File: src/rtl/fountain_pkg.sv
// Shared types and LFSR definition for the fountain encoder.
package fountain_pkg;

  typedef enum logic [1:0] {IDLE, LOAD, ENCODE} state_t;

  localparam int LFSR_W = 32;
  localparam int TAP_A  = 31;
  localparam int TAP_B  = 21;
  localparam int TAP_C  = 1;
  localparam int TAP_D  = 0;
  localparam logic [LFSR_W-1:0] DEFAULT_SEED = 32'h1;

  function automatic logic [LFSR_W-1:0] lfsr_next(input logic [LFSR_W-1:0] s);
    return {s[LFSR_W-2:0], s[TAP_A] ^ s[TAP_B] ^ s[TAP_C] ^ s[TAP_D]};
  endfunction

endpackage

File: src/rtl/fountain_lfsr.sv
// 32-bit Fibonacci LFSR with synchronous seed load and advance enable.
module fountain_lfsr
  import fountain_pkg::*;
(
  input  logic              clk,
  input  logic              rst_n,
  input  logic              load,
  input  logic [LFSR_W-1:0] seed,
  input  logic              adv,
  output logic [LFSR_W-1:0] lfsr
);

  always_ff @(posedge clk or negedge rst_n) begin
    if (!rst_n)      lfsr <= DEFAULT_SEED;
    else if (load)   lfsr <= seed;
    else if (adv)    lfsr <= lfsr_next(lfsr);
  end

endmodule

File: src/rtl/fountain_v2_encoder.sv
// LT-style fountain encoder: buffers K source symbols, then streams XOR combinations.
// Optional macro FOUNTAIN_SYSTEMATIC_EN makes the first min(K, num_out) outputs systematic.
//   state  | meaning
//   IDLE   | waiting for start
//   LOAD   | accepting K source symbols
//   ENCODE | emitting num_out encoded symbols
module fountain_v2_encoder
  import fountain_pkg::*;
#(
  parameter int SYM_W = 64,
  parameter int K     = 8,
  parameter int ID_W  = 16
) (
  input  logic             clk,
  input  logic             rst_n,
  input  logic             start,
  input  logic [31:0]      seed,
  input  logic [ID_W-1:0]  num_out,
  input  logic             in_valid,
  output logic             in_ready,
  input  logic [SYM_W-1:0] in_data,
  output logic             out_valid,
  input  logic             out_ready,
  output logic [SYM_W-1:0] out_data,
  output logic [K-1:0]     out_mask,
  output logic [ID_W-1:0]  out_id,
  output logic             busy,
  output logic             done
);

  localparam int IDX_W = $clog2(K);
  localparam logic [K-1:0] ONE_HOT0 = 1;
  localparam logic [IDX_W-1:0] LAST_IDX = IDX_W'(K - 1);

  state_t            state;
  logic [IDX_W-1:0]  idx;
  logic [IDX_W-1:0]  slot;
  logic [ID_W-1:0]   count;
  logic [ID_W-1:0]   num_q;
  logic [SYM_W-1:0]  src_mem [K];
  logic [LFSR_W-1:0] lfsr;
  logic [LFSR_W-1:0] seed_eff;
  logic              lfsr_load;
  logic              lfsr_adv;
  logic              load_acc;
  logic              can_load;
  logic              emit;
  logic              finish;
  logic              sys;
  logic [K-1:0]      mask_nxt;
  logic [SYM_W-1:0]  data_nxt;
  logic              unused_lfsr;

  assign unused_lfsr = ^lfsr;

  always_comb begin
    seed_eff  = (seed == '0) ? DEFAULT_SEED : seed;
    lfsr_load = (state == IDLE) && start;
    load_acc  = (state == LOAD) && in_valid && in_ready;
    can_load  = !out_valid || out_ready;
    emit      = (state == ENCODE) && can_load && (count < num_q);
    finish    = (state == ENCODE) && can_load && (count == num_q);
`ifdef FOUNTAIN_SYSTEMATIC_EN
    sys = (count < ID_W'(K));
`else
    sys = 1'b0;
`endif
    if (sys)                      mask_nxt = ONE_HOT0 << count;
    else if (lfsr[K-1:0] != '0)   mask_nxt = lfsr[K-1:0];
    else                          mask_nxt = ONE_HOT0 << slot;
    lfsr_adv = emit && !sys;
    // Single-level parallel XOR over the selected sources.
    data_nxt = '0;
    for (int i = 0; i < K; i++) begin
      if (mask_nxt[i]) data_nxt = data_nxt ^ src_mem[i];
    end
  end

  fountain_lfsr u_lfsr (
    .clk   (clk),
    .rst_n (rst_n),
    .load  (lfsr_load),
    .seed  (seed_eff),
    .adv   (lfsr_adv),
    .lfsr  (lfsr)
  );

  always_ff @(posedge clk) begin
    if (load_acc) src_mem[idx] <= in_data;
  end

  always_ff @(posedge clk or negedge rst_n) begin
    if (!rst_n) begin
      state     <= IDLE;
      idx       <= '0;
      slot      <= '0;
      count     <= '0;
      num_q     <= '0;
      in_ready  <= 1'b0;
      out_valid <= 1'b0;
      out_data  <= '0;
      out_mask  <= '0;
      out_id    <= '0;
      busy      <= 1'b0;
      done      <= 1'b0;
    end else begin
      done <= 1'b0;
      case (state)
        IDLE: begin
          if (start) begin
            num_q    <= num_out;
            idx      <= '0;
            slot     <= '0;
            count    <= '0;
            in_ready <= 1'b1;
            busy     <= 1'b1;
            state    <= LOAD;
          end
        end
        LOAD: begin
          if (load_acc) begin
            idx <= idx + 1'b1;
            if (idx == LAST_IDX) begin
              in_ready <= 1'b0;
              state    <= ENCODE;
            end
          end
        end
        ENCODE: begin
          if (emit) begin
            out_valid <= 1'b1;
            out_data  <= data_nxt;
            out_mask  <= mask_nxt;
            out_id    <= count;
            count     <= count + 1'b1;
            slot      <= (slot == LAST_IDX) ? '0 : slot + 1'b1;
          end else if (finish) begin
            out_valid <= 1'b0;
            done      <= 1'b1;
            busy      <= 1'b0;
            state     <= IDLE;
          end
        end
        default: state <= IDLE;
      endcase
    end
  end

endmodule

File: config.mk
export PLATFORM = sky130hd
export DESIGN_NAME = fountain_v2_encoder
export DESIGN_NICKNAME = d
export VERILOG_FILES = /design/src/rtl/fountain_pkg.sv /design/src/rtl/fountain_lfsr.sv /design/src/rtl/fountain_v2_encoder.sv
export SDC_FILE = /design/constraint.sdc
export NUM_CORES = 1
export LEC_CHECK = 0
export CORE_ASPECT_RATIO = 1.75
export CORE_UTILIZATION = 50
export CTS_CLUSTER_DIAMETER = 40
export DETAILED_ROUTE_END_ITERATION = 8
export PLACE_DENSITY = 0.79
export SYNTH_ARGS = -nofsm -noshare
export SYNTH_HDL_FRONTEND = slang
export SYNTH_SLANG_ARGS = --single-unit
File: constraint.sdc
create_clock -name clk -period 12.24 [get_ports clk]
set_input_delay 1.224 -clock clk [delete_from_list [all_inputs] [get_ports clk]]
set_output_delay 1.224 -clock clk [all_outputs]
set_load 0.01 [all_outputs]
==> summary.txt <==
========================================================================================
Result of the run                                                           complete, no violations
Number of global-route vias before repair                                          18012
Port-buffer cells                                                                    208
Post-CTS setup-driven buffer insertion count                                           0
P_leak                                                                           13.0 nW
Count of vias placed by the detailed router                                        17183
P&R area growth vs syn                                                             16.8%
Fraction of synthesized area in multiplexers                                      0.108%
Combined global-route utilization of all metal layers                              22.6%
Max transition margin                                                              32.3%
Number of synthesized flops with an enable pin                                       512
Post-synthesis net count                                                            2347
Rows                                                                                 116
Layout cell share with drive strength beyond 1                                     5.87%
Simple-gate share of the synthesized area                                          11.3%
Final-stage net count                                                               2545
Worst Path Arrival                                                               3.93 ns
Number of buffers inserted by hold repair at cts                                       0
First-pass GRT wire length                                                        100 mm
Drt initial violations                                                              1150
Top area cells in the synthesized netlist                                   sky130_fd_sc_hd__edfxtp_1 53%, sky130_fd_sc_hd__dfrtp_1 14%, sky130_fd_sc_hd__nand2_1 8.8%
Worst Setup Path Type                                                       input pin to flop
Area share of the leading cell type in the synthesized netlist                     53.1%
Worst reg-to-reg setup slack                                                     8.59 ns
Vias per std cell                                                                   5.33
Yosys top cell by area                                                      sky130_fd_sc_hd__edfxtp_1
Width of the chip                                                                 184 µm
Critical Path Sink                                                          src_mem[3][46]$_DFFE_PP_
Worst VDD drop                                                                  0.170 mV
Start of the worst register-to-register path                                u_lfsr.lfsr[7]$_DFFE_PN0P_
Number of top-level pins                                                             209
Setup TNS after final layout                                                        0 ns
Number of setup violations in the final report                                         0
Clock period minus worst slack                                                   3.68 ns
TritonCTS buffer count                                                                61
Switching pwr                                                                    2.49 mW
Die Y-Extent                                                                      320 µm
RD Place Congestion                                                                0.879
Cell area after synthesis                                                      29000 µm²
Predominant post-synthesis flop cell                                        sky130_fd_sc_hd__edfxtp_1
Combinational family with the most area after synthesis                     XOR/XNOR gates
Sort of element at the start of the critical path                              input pin
Pin count of the biggest net entering global routing                                 101
Setup repair after global routing missed its margin                                   no
Total placed cells including tap cells                                              3107
Skew-Pair Late Insertion Delay                                                   0.63 ns
Starting density of the core                                                       50.6%
Number of optimization iterations in the first detailed-route pass                     6
Adder-Cell Fraction of Synth Area                                                  1.08%
Count of state elements after synthesis                                              676
TritonCTS sink count                                                                 676
Core Footprint                                                                 57200 µm²
Critical Path Fanout Max                                                              38
Post-synthesis share of cell area spent on xor and xnor gates                      15.0%
Clock tree from TritonCTS                                                           done
Max-cap check violation count                                                          0
Count of unique library cells instantiated by Yosys                                   53
Number of antenna violations at the first check in global routing                      9
Total half-perimeter wirelength after legalization and detailed placement        37.9 mm
Fin cells                                                                           3226
Required time reported for the critical path endpoint                           12.49 ns
Number of nets still failing antenna checks after routing                              0
Mapped Cells                                                                        2205
Cell depth of the worst min-delay path                                                 2
CTS root buffer                                                             sky130_fd_sc_hd__clkbuf_16
GR Overflow Total                                                                      0
Clock-pin slew on the worst setup and hold paths                                 0.06 ns
Final hold violations                                                                  0
Fraction of power spent switching nets                                             33.2%
Internal Pwr Total                                                               4.99 mW
Crit. Startpoint                                                                in_valid
Power density of the placed cells                                             221 nW/µm²
Longest Clk Path Bufs                                                                  3
Ys async rst share                                                                 24.3%
Final Max Slew Viols                                                                   0
F_max                                                                          0.272 GHz
Clock share of power                                                               25.1%
Post-detailed-route wirelength per cell                                          20.4 µm
Final WL                                                                         65.9 mm
Critical path capture point type                                                    flop
Die outline area                                                               58900 µm²
Syn. warnings                                                                          0
Part of the cycle the worst path needs                                             30.1%
Number of levels the H-tree was split into                                             2
Class of the most critical hold timing path                                 flop to flop
Final clock skew                                                               0.0214 ns
R2r endpoint                                                                out_data[1]$_DFFE_PN0P_
Number of gates resized after cts                                                      0
Sequential element share of the synthesized area                                   67.3%
Reg power frac                                                                     37.9%
Worst Tran Pin Value                                                             1.02 ns
Post-synthesis area per instance                                                13.1 µm²
Cell depth of the worst flop-to-flop path                                              7
Residual DRC count                                                                     0
Combinational Power Share                                                          37.0%
Post-synthesis compound-gate area fraction                                         3.23%
========================================================================================
==> cells by family after synthesis <==
kind of cell,Yosys count
compound gates,160
buf+inv,124
simple gates,823
xor+xnor,394
flops,676
mux,3
fa+ha+maj,25
==> worst min-delay path by stage <==
stage                                 end                   from  slack [ns]
global placement     state[0]$_DFFE_PN0P_   state[1]$_DFFE_PN0P_        0.46
global route         state[0]$_DFFE_PN0P_   state[1]$_DFFE_PN0P_        0.49
detailed placement  out_id[4]$_DFFE_PN0P_  out_id[4]$_DFFE_PN0P_        0.47
floorplan            state[0]$_DFFE_PN0P_   state[1]$_DFFE_PN0P_        0.44
finish              out_id[7]$_DFFE_PN0P_  out_id[7]$_DFFE_PN0P_        0.48
CTS                  state[0]$_DFFE_PN0P_   state[1]$_DFFE_PN0P_        0.47
==> placed cells by master (no fill, tap or decap), types with 11 or more instances in the layout <==
master,instances
sky130_fd_sc_hd__nand2_1,681
sky130_fd_sc_hd__o21ai_0,29
sky130_fd_sc_hd__dfrtp_1,163
sky130_fd_sc_hd__buf_4,24
sky130_fd_sc_hd__o22ai_1,28
sky130_fd_sc_hd__a21oi_1,11
sky130_fd_sc_hd__ha_1,25
sky130_fd_sc_hd__clkdlybuf4s50_1,207
sky130_fd_sc_hd__xnor3_1,64
sky130_fd_sc_hd__inv_1,27
sky130_fd_sc_hd__nor2_1,74
sky130_fd_sc_hd__clkbuf_16,62
sky130_fd_sc_hd__nor4_1,13
sky130_fd_sc_hd__o21ai_1,61
sky130_fd_sc_hd__xnor2_1,266
sky130_fd_sc_hd__edfxtp_1,512
sky130_fd_sc_hd__xor2_1,64
==> per-stage QoR <==
| stage | hold WS, ns | setup WS, ns | total power [mW] | util, % | area (µm²) |
|---|---|---|---|---|---|
| detailed placement | 0.465 | 7.89 | 5.67 | 55.7 | 31800 |
| global placement | 0.457 | 7.94 | 5.57 | 55.7 | 31800 |
| floorplan | 0.439 | 5.60 | 4.93 | - | 29000 |
| global route | 0.489 | 8.32 | 7.82 | 59.1 | 33800 |
| CTS | 0.473 | 8.54 | 7.55 | 59.1 | 33800 |
| finish | 0.476 | 8.56 | 7.48 | 59.1 | 33800 |
==> state kept, by name, indices dropped and copies added, names as in the netlist <==
register	count
num_q	16
state	2
count	16
done	1
out_valid	1
out_mask	8
busy	1
out_data	64
out_id	16
slot	3
idx	3
src_mem	512
u_lfsr.lfsr	32
in_ready	1
==> layout make-up <==
type | instances | area [µm²]
diodes | 7 | 17.5
inverters | 27 | 101
fillers | 4363 | 23400
clock inverters | 40 | 367
clock buffers | 72 | 1590
multi-input cells | 1405 | 9040
flip-flops and latches | 676 | 19500
well taps | 767 | 960
repair buffers | 232 | 2270
==> power by group through the flow <==
| stage | clock, mW | sequential, mW | combinational [mW] |
|---|---|---|---|
| global route | 1.99 | 2.85 | 2.98 |
| global placement | 0 | 2.86 | 2.71 |
| CTS | 1.91 | 2.83 | 2.81 |
| finish | 1.88 | 2.83 | 2.77 |
| floorplan | 0 | 2.86 | 2.06 |
| detailed placement | 0 | 2.88 | 2.79 |
==> metal layers <==
metal | global-route usage, % | wire length (µm) | vias to the layer above
li1 | - | - | 7898
met1 | 26.4 | 25000 | 8582
met2 | 41.1 | 35100 | 582
met3 | 2.96 | 3720 | 117
met4 | 9.74 | 2110 | 4
met5 | 0 | 29 | -
==> cells in the mapped netlist (2+ instances only) <==
cell type / instances
sky130_fd_sc_hd__a22o_1: 2
sky130_fd_sc_hd__o21ai_0: 29
sky130_fd_sc_hd__edfxtp_1: 512
sky130_fd_sc_hd__nand4_1: 8
sky130_fd_sc_hd__xor2_1: 64
sky130_fd_sc_hd__inv_1: 27
sky130_fd_sc_hd__xnor2_1: 266
sky130_fd_sc_hd__buf_1: 4
sky130_fd_sc_hd__nor2b_1: 3
sky130_fd_sc_hd__a31oi_1: 6
sky130_fd_sc_hd__buf_6: 2
sky130_fd_sc_hd__a41o_1: 8
sky130_fd_sc_hd__nor3_1: 3
sky130_fd_sc_hd__nand3_1: 10
sky130_fd_sc_hd__ha_1: 25
sky130_fd_sc_hd__and3_1: 4
sky130_fd_sc_hd__o22ai_1: 28
sky130_fd_sc_hd__nor4_1: 13
sky130_fd_sc_hd__buf_2: 41
sky130_fd_sc_hd__o21ai_1: 62
sky130_fd_sc_hd__xnor3_1: 64
sky130_fd_sc_hd__mux2i_1: 2
sky130_fd_sc_hd__clkbuf_1: 36
sky130_fd_sc_hd__nor2_1: 81
sky130_fd_sc_hd__nand2_1: 681
sky130_fd_sc_hd__nand2b_1: 5
sky130_fd_sc_hd__dfrtp_1: 163
sky130_fd_sc_hd__a21o_1: 5
sky130_fd_sc_hd__or4_1: 3
sky130_fd_sc_hd__buf_4: 14
sky130_fd_sc_hd__a21oi_1: 11
sky130_fd_sc_hd__nor4_4: 2
==> critical path, cell delays in order <==
cell and delay, ns:
sky130_fd_sc_hd__clkdlybuf4s50_1 0.51, sky130_fd_sc_hd__and4b_1 0.35, sky130_fd_sc_hd__nand2_1 0.28, sky130_fd_sc_hd__nor2_4 0.86, sky130_fd_sc_hd__buf_4 0.67
Power figures use the tool's default switching activity.
==> variant 1, RTL diff (config.mk and constraints unchanged) <==
Re-encode `state_t` (3 states) as one-hot, 3 bits wide.
--- a/src/rtl/fountain_pkg.sv
+++ b/src/rtl/fountain_pkg.sv
@@ -1,7 +1,7 @@
 // Shared types and LFSR definition for the fountain encoder.
 package fountain_pkg;
 
-  typedef enum logic [1:0] {IDLE, LOAD, ENCODE} state_t;
+  typedef enum logic [2:0] {IDLE = 3'b001, LOAD = 3'b010, ENCODE = 3'b100} state_t;
 
   localparam int LFSR_W = 32;
   localparam int TAP_A  = 31;
Function: same outputs for any inputs over 4 cycles, from zero or initial values and one cycle with rst_n low; so few cycles prove little.
==> variant 1 against the original RTL <==
Final area decreased by 0.14%; non-clock buffer count decreased by 5; maximum frequency decreased by 16%; worst setup slack got worse by 0.73 ns; sequential cell count increased by 1; count of clock-buffer cells in the layout decreased by 3; wire length decreased by 1.5%; synthesized area decreased by 0.61%; power increased by 4.2%.
==> variant 1: results (changes against the original RTL) <==
The flow ran to the end, and the final reports show no timing, DRC or antenna violations. By count the netlist is led by sky130_fd_sc_hd__nand2_1 (697), sky130_fd_sc_hd__edfxtp_1 (512), sky130_fd_sc_hd__xnor2_1 (447), sky130_fd_sc_hd__dfrtp_1 (163), sky130_fd_sc_hd__nor2_1 (88). Arrival time at the worst endpoint: 4.91 ns (+0.98 ns). The total via count in the routed design is 17,527 (+2.0%). The fraction of registers with async set/reset was 0.244 (+0.00112); the worst-case vdd ir drop was 0.000200 V (+18%).

The tools report the starting DRC count in detailed routing as 1,127 (-2.0%). The clock group power is 2.05 mW (+9%). The register-to-register setup slack is 7.83 ns (-0.76 ns), and the delay of the slowest critical-path stage is 0.91 ns (+0.05 ns).

The power in sequential cells is 2.84 mW (about the same), and the met3 global-route usage is 0.0410 (+0.0114). The leakage power total is 12.4 nW (-5.1%), and the first-pass iteration count of the detailed router is 5 (-1). By area the synthesized netlist is led by sky130_fd_sc_hd__edfxtp_1 (53%), sky130_fd_sc_hd__dfrtp_1 (14%), sky130_fd_sc_hd__xnor2_1 (14%). CTS buffer count: 60 (-1.6%). Clock network fraction of total power: 0.263 (+0.012).

The tools report the first-pass GRT wire length as 101,000 um (+0.70%). The met2 layer usage reported by global route came out at 0.415 (+0.00426). STA classifies the critical path startpoint as a register. The run gives 0.678 (+0.00501) as the proportion of synthesized chip area in sequential cells.

The run gives 0.251 (-0.0128) as the met1 demand-to-capacity share in global routing. The run gives 0.225 (about the same) as the global router's overall resource usage. Share of the clock period used by the worst path after layout: 0.360 (+0.0592).

Total instance count after detailed placement: 3,182 (+2.4%). The start of the worst register-to-register path is count[1]$_DFFE_PN0P_. The number of different library cells in the post-synthesis netlist is 45 (-15%).

The worst relative slew slack was 0.162 (-0.161). The average wire per cell in the routed design was 19.7 um (-3.7%); the initial antenna violation count was 7 (-2). The final-stage net count is 2,619 (+2.9%).

The fraction of layout cells with a size suffix above 1 is 0.0637 (+0.00493), and the setup slack after placement is 7.40 ns (-0.483 ns). The logs give 2,425 (+3.3%) for the synthesized net count and 107 (+5.9%) for the maximum number of pins on one net before global-route repair. The routability congestion estimate is 0.905 (+2.9%), and the maximum net fanout on the critical path is 103 (+170%).

The post-synthesis cell count was 2,283 (+3.5%). The total wire length came out at 65,000 um (-1.5%). The run gives 2.62 mW (+5.4%) as the switching component of the power. The slowest stage of the critical path belongs to the cell sky130_fd_sc_hd__or2_4. The run gives 0 (unchanged) as the synthesis warning total.

The count of fill cells added during filler insertion is 4,341 (-0.50%).
-- variant 1: cell types whose count changed after synthesis, sizes merged, moves of 3 or more --
| cell | unedited run | this run |
|---|---|---|
| xnor2 | 266 | 459 |
| xnor3 | 64 | 0 |
| nor2 | 81 | 88 |
| a21oi | 11 | 7 |
| buf | 61 | 65 |
| xor2 | 64 | 0 |
| nand4 | 8 | 5 |
| a41o | 8 | 2 |
| nand2 | 681 | 697 |
| inv | 27 | 23 |
| clkbuf | 36 | 30 |
| nor3 | 3 | 8 |
| a21o | 5 | 9 |
| nand3 | 10 | 15 |
-- variant 1: per-layer routing --
| layer | vias up | share of wire |
|---|---|---|
| li1 | 8039 | - |
| met1 | 8704 | 0.36 |
| met2 | 612 | 0.54 |
| met3 | 162 | 0.064 |
| met4 | 10 | 0.037 |
| met5 | - | 0.00094 |
-- variant 1: metrics by stage --
step           instance area, sq um  utilization
2_1_floorplan                 28800            -
4_1_cts                       33800        0.592
6_report                      33800        0.592
3_5_place_dp                  31600        0.554
3_3_place_gp                  31600        0.554
5_1_grt                       33800        0.592
-- variant 1: worst min path at each step --
stage                                        from                 endpoint  slack [ns]  depth (start not counted)
after floorplan              num_q[0]$_DFFE_PN0P_     num_q[0]$_DFFE_PN0P_        0.45                          2
after global placement      out_id[1]$_DFFE_PN0P_    out_id[1]$_DFFE_PN0P_        0.46                          2
after detailed placement   out_id[12]$_DFFE_PN0P_   out_id[12]$_DFFE_PN0P_        0.46                          2
after CTS                  out_id[12]$_DFFE_PN0P_   out_id[12]$_DFFE_PN0P_        0.48                          2
after global routing      out_mask[7]$_DFFE_PN0P_  out_mask[7]$_DFFE_PN0P_        0.50                          2
final                      out_id[12]$_DFFE_PN0P_   out_id[12]$_DFFE_PN0P_        0.47                          2
-- variant 1: worst max-delay path, delay by kind of cell, from the launching register on --
family / cells / cell delay, ns
compound gates: 5 / 1.23
mux: 1 / 0.34
buf+inv: 1 / 0.90
flops: 1 / 0.44
simple gates: 2 / 1.04
fa+ha+maj: 1 / 0.33
-- variant 1: logic make-up (layout without fill, tap and decap cells) --
group,after synthesis,count (layout),synth area share
XOR/XNOR,459,459,0.143
multiplexers,3,3,0.00109
AO/OA/AOI/OAI,148,148,0.0292
AND/OR/NAND/NOR,853,853,0.117
buffers and inverters,118,364,0.0207
flip-flops,677,677,0.678
adder cells (fa/ha/maj),25,25,0.0109
other,0,3,0
-- variant 1: cell type report --
type / count / share of cell area
Clock buffer: 69 / 0.0470
Timing Repair Buffer: 227 / 0.0659
Tap cell: 767 / 0.0284
Clock inverter: 45 / 0.0174
Multi-Input combinational cell: 1488 / 0.261
Inverter: 23 / 0.00256
Sequential cell: 677 / 0.578
Antenna cell: 3 / 0.000222
==> variant 2, RTL diff (same flow settings) <==
Made on the original files. Build with the macro `FOUNTAIN_SYSTEMATIC_EN` defined.
--- a/src/rtl/fountain_v2_encoder.sv
+++ b/src/rtl/fountain_v2_encoder.sv
@@ -4,6 +4,8 @@
 //   IDLE   | waiting for start
 //   LOAD   | accepting K source symbols
 //   ENCODE | emitting num_out encoded symbols
+`define FOUNTAIN_SYSTEMATIC_EN
+
 module fountain_v2_encoder
   import fountain_pkg::*;
 #(
Check against the original RTL: same outputs for any inputs over 4 cycles, from zero or initial values and one cycle with rst_n low; that may be too few to reach the edited logic, so the function may still have changed.
==> variant 2 against the original RTL <==
Global-route usage rose by 0.35 points; synthesized cell count fell by 3.0%; worst setup slack got worse by 0.30 ns; synthesized area rose by 1.9%; power rose by 10%; final cell count fell by 1.8%; final area rose by 1.9%; non-clock buffer count rose by 12; count of clock-buffer cells in the layout rose by 6; wire length rose by 3.1%; via count rose by 0.66%; sequential cell count did not move; critical endpoint is now out_id[12]$_DFFE_PN0P_; largest power group is now combinational logic.
==> variant 2: results (changes against the original RTL) <==
Global router's overall resource usage: 0.229 (+0.00352). The tools report the final antenna diode count as 2 (-5). The non-clock buffer total of the final layout came out at 244 (+5.2%). The number of clock buffers in the layout was 78 (+8.3%).

The category of the worst setup path launch point was a register. In the post-synthesis netlist, the biggest area contributors are sky130_fd_sc_hd__edfxtp_1 (52%), sky130_fd_sc_hd__dfrtp_1 (14%), sky130_fd_sc_hd__xnor2_1 (9.6%). The start of the worst register-to-register path is count[0]$_DFFE_PN0P_.

The slowest stage of the critical path belongs to the cell sky130_fd_sc_hd__buf_4. The synthesized net count was 2,280 (-2.9%). Core region area: 58,300 sq um (+1.9%). The fraction of the mapped netlist area in compound gates works out to 0.0288 (-0.00345). The placement-stage cell area is 32,500 sq um (+2.0%), and the number of different library cells in the post-synthesis netlist is 42 (-21%). The run finished with clean final reports. The register fraction of the total cell area came out at 0.565 (-0.0110).

The run gives 0.256 (-0.0667) as the worst relative slew slack. The average wire per cell in the routed design is 21.4 um (+4.9%). The final clock skew came out at 0.0325 ns (+0.0111 ns). The number of non-clock inverters in the layout is 26 (-3.7%). The initial antenna violation count was 7 (-2); the setup slack after placement was 7.79 ns (-0.0905 ns). The maximum net fanout on the critical path is 51 (+34%). The register-to-register setup slack came out at 8.26 ns (-0.33 ns).

The worst-case vdd ir drop is 0.000258 V (+52%). For the via count of the first global-routing pass, the log shows 18,432 (+2.3%). Counting instances in the post-synthesis netlist gives the leading cell types as sky130_fd_sc_hd__nand2_1 (587), sky130_fd_sc_hd__edfxtp_1 (512), sky130_fd_sc_hd__xnor2_1 (322), sky130_fd_sc_hd__dfrtp_1 (163), sky130_fd_sc_hd__mux2_2 (87).

The final-stage net count is 2,483 (-2.4%), and the synthesized-area fraction occupied by xor and xnor cells is 0.144 (-0.00522). In this run the worst setup path terminates at out_id[12]$_DFFE_PN0P_. The logs give 906 (-21%) for the starting DRC count in detailed routing and 12.6 nW (-3.0%) for the leakage power total.
[variant 2: cell count changes in the layout (fill, tap and decap cells not counted), sizes merged, moves of 56 or more]
cell and change:
mux2 +86, nand2 -94, nor2 -63, o21ai -64, xnor2 +56, xor2 -64
[variant 2: worst min path at each step]
stage | startpoint | endpoint | slack [ns] | cells past startpoint
final | out_id[15]$_DFFE_PN0P_ | out_id[15]$_DFFE_PN0P_ | 0.50 | 1
after global routing | out_data[39]$_DFFE_PN0P_ | out_data[39]$_DFFE_PN0P_ | 0.52 | 1
after CTS | num_q[0]$_DFFE_PN0P_ | num_q[0]$_DFFE_PN0P_ | 0.50 | 2
after detailed placement | num_q[0]$_DFFE_PN0P_ | num_q[0]$_DFFE_PN0P_ | 0.48 | 2
after global placement | num_q[0]$_DFFE_PN0P_ | num_q[0]$_DFFE_PN0P_ | 0.46 | 2
after floorplan | num_q[0]$_DFFE_PN0P_ | num_q[0]$_DFFE_PN0P_ | 0.45 | 2
[variant 2: power by group]
group | switching, mW | internal [mW]
Clock | 0.857 | 1.03
Sequential | 0.158 | 2.70
Combinational | 1.73 | 1.78
Total | 2.75 | 5.51
[variant 2: routing by layer]
| metal | global-route usage | up-vias | share of wire | wire [um] |
|---|---|---|---|---|
| met5 | 0 | - | 0.0011 | 75 |
| met3 | 0.0384 | 148 | 0.061 | 4150 |
| li1 | - | 7811 | - | - |
| met2 | 0.415 | 579 | 0.53 | 35700 |
| met1 | 0.266 | 8748 | 0.38 | 25700 |
| met4 | 0.0934 | 10 | 0.034 | 2340 |
[variant 2: cells by family after synthesis]
kind of cell | Yosys count
AND/OR/NAND/NOR | 690
flip-flops | 676
XOR/XNOR | 386
buffers and inverters | 130
AO/OA/AOI/OAI | 125
multiplexers | 106
adder cells (fa/ha/maj) | 25
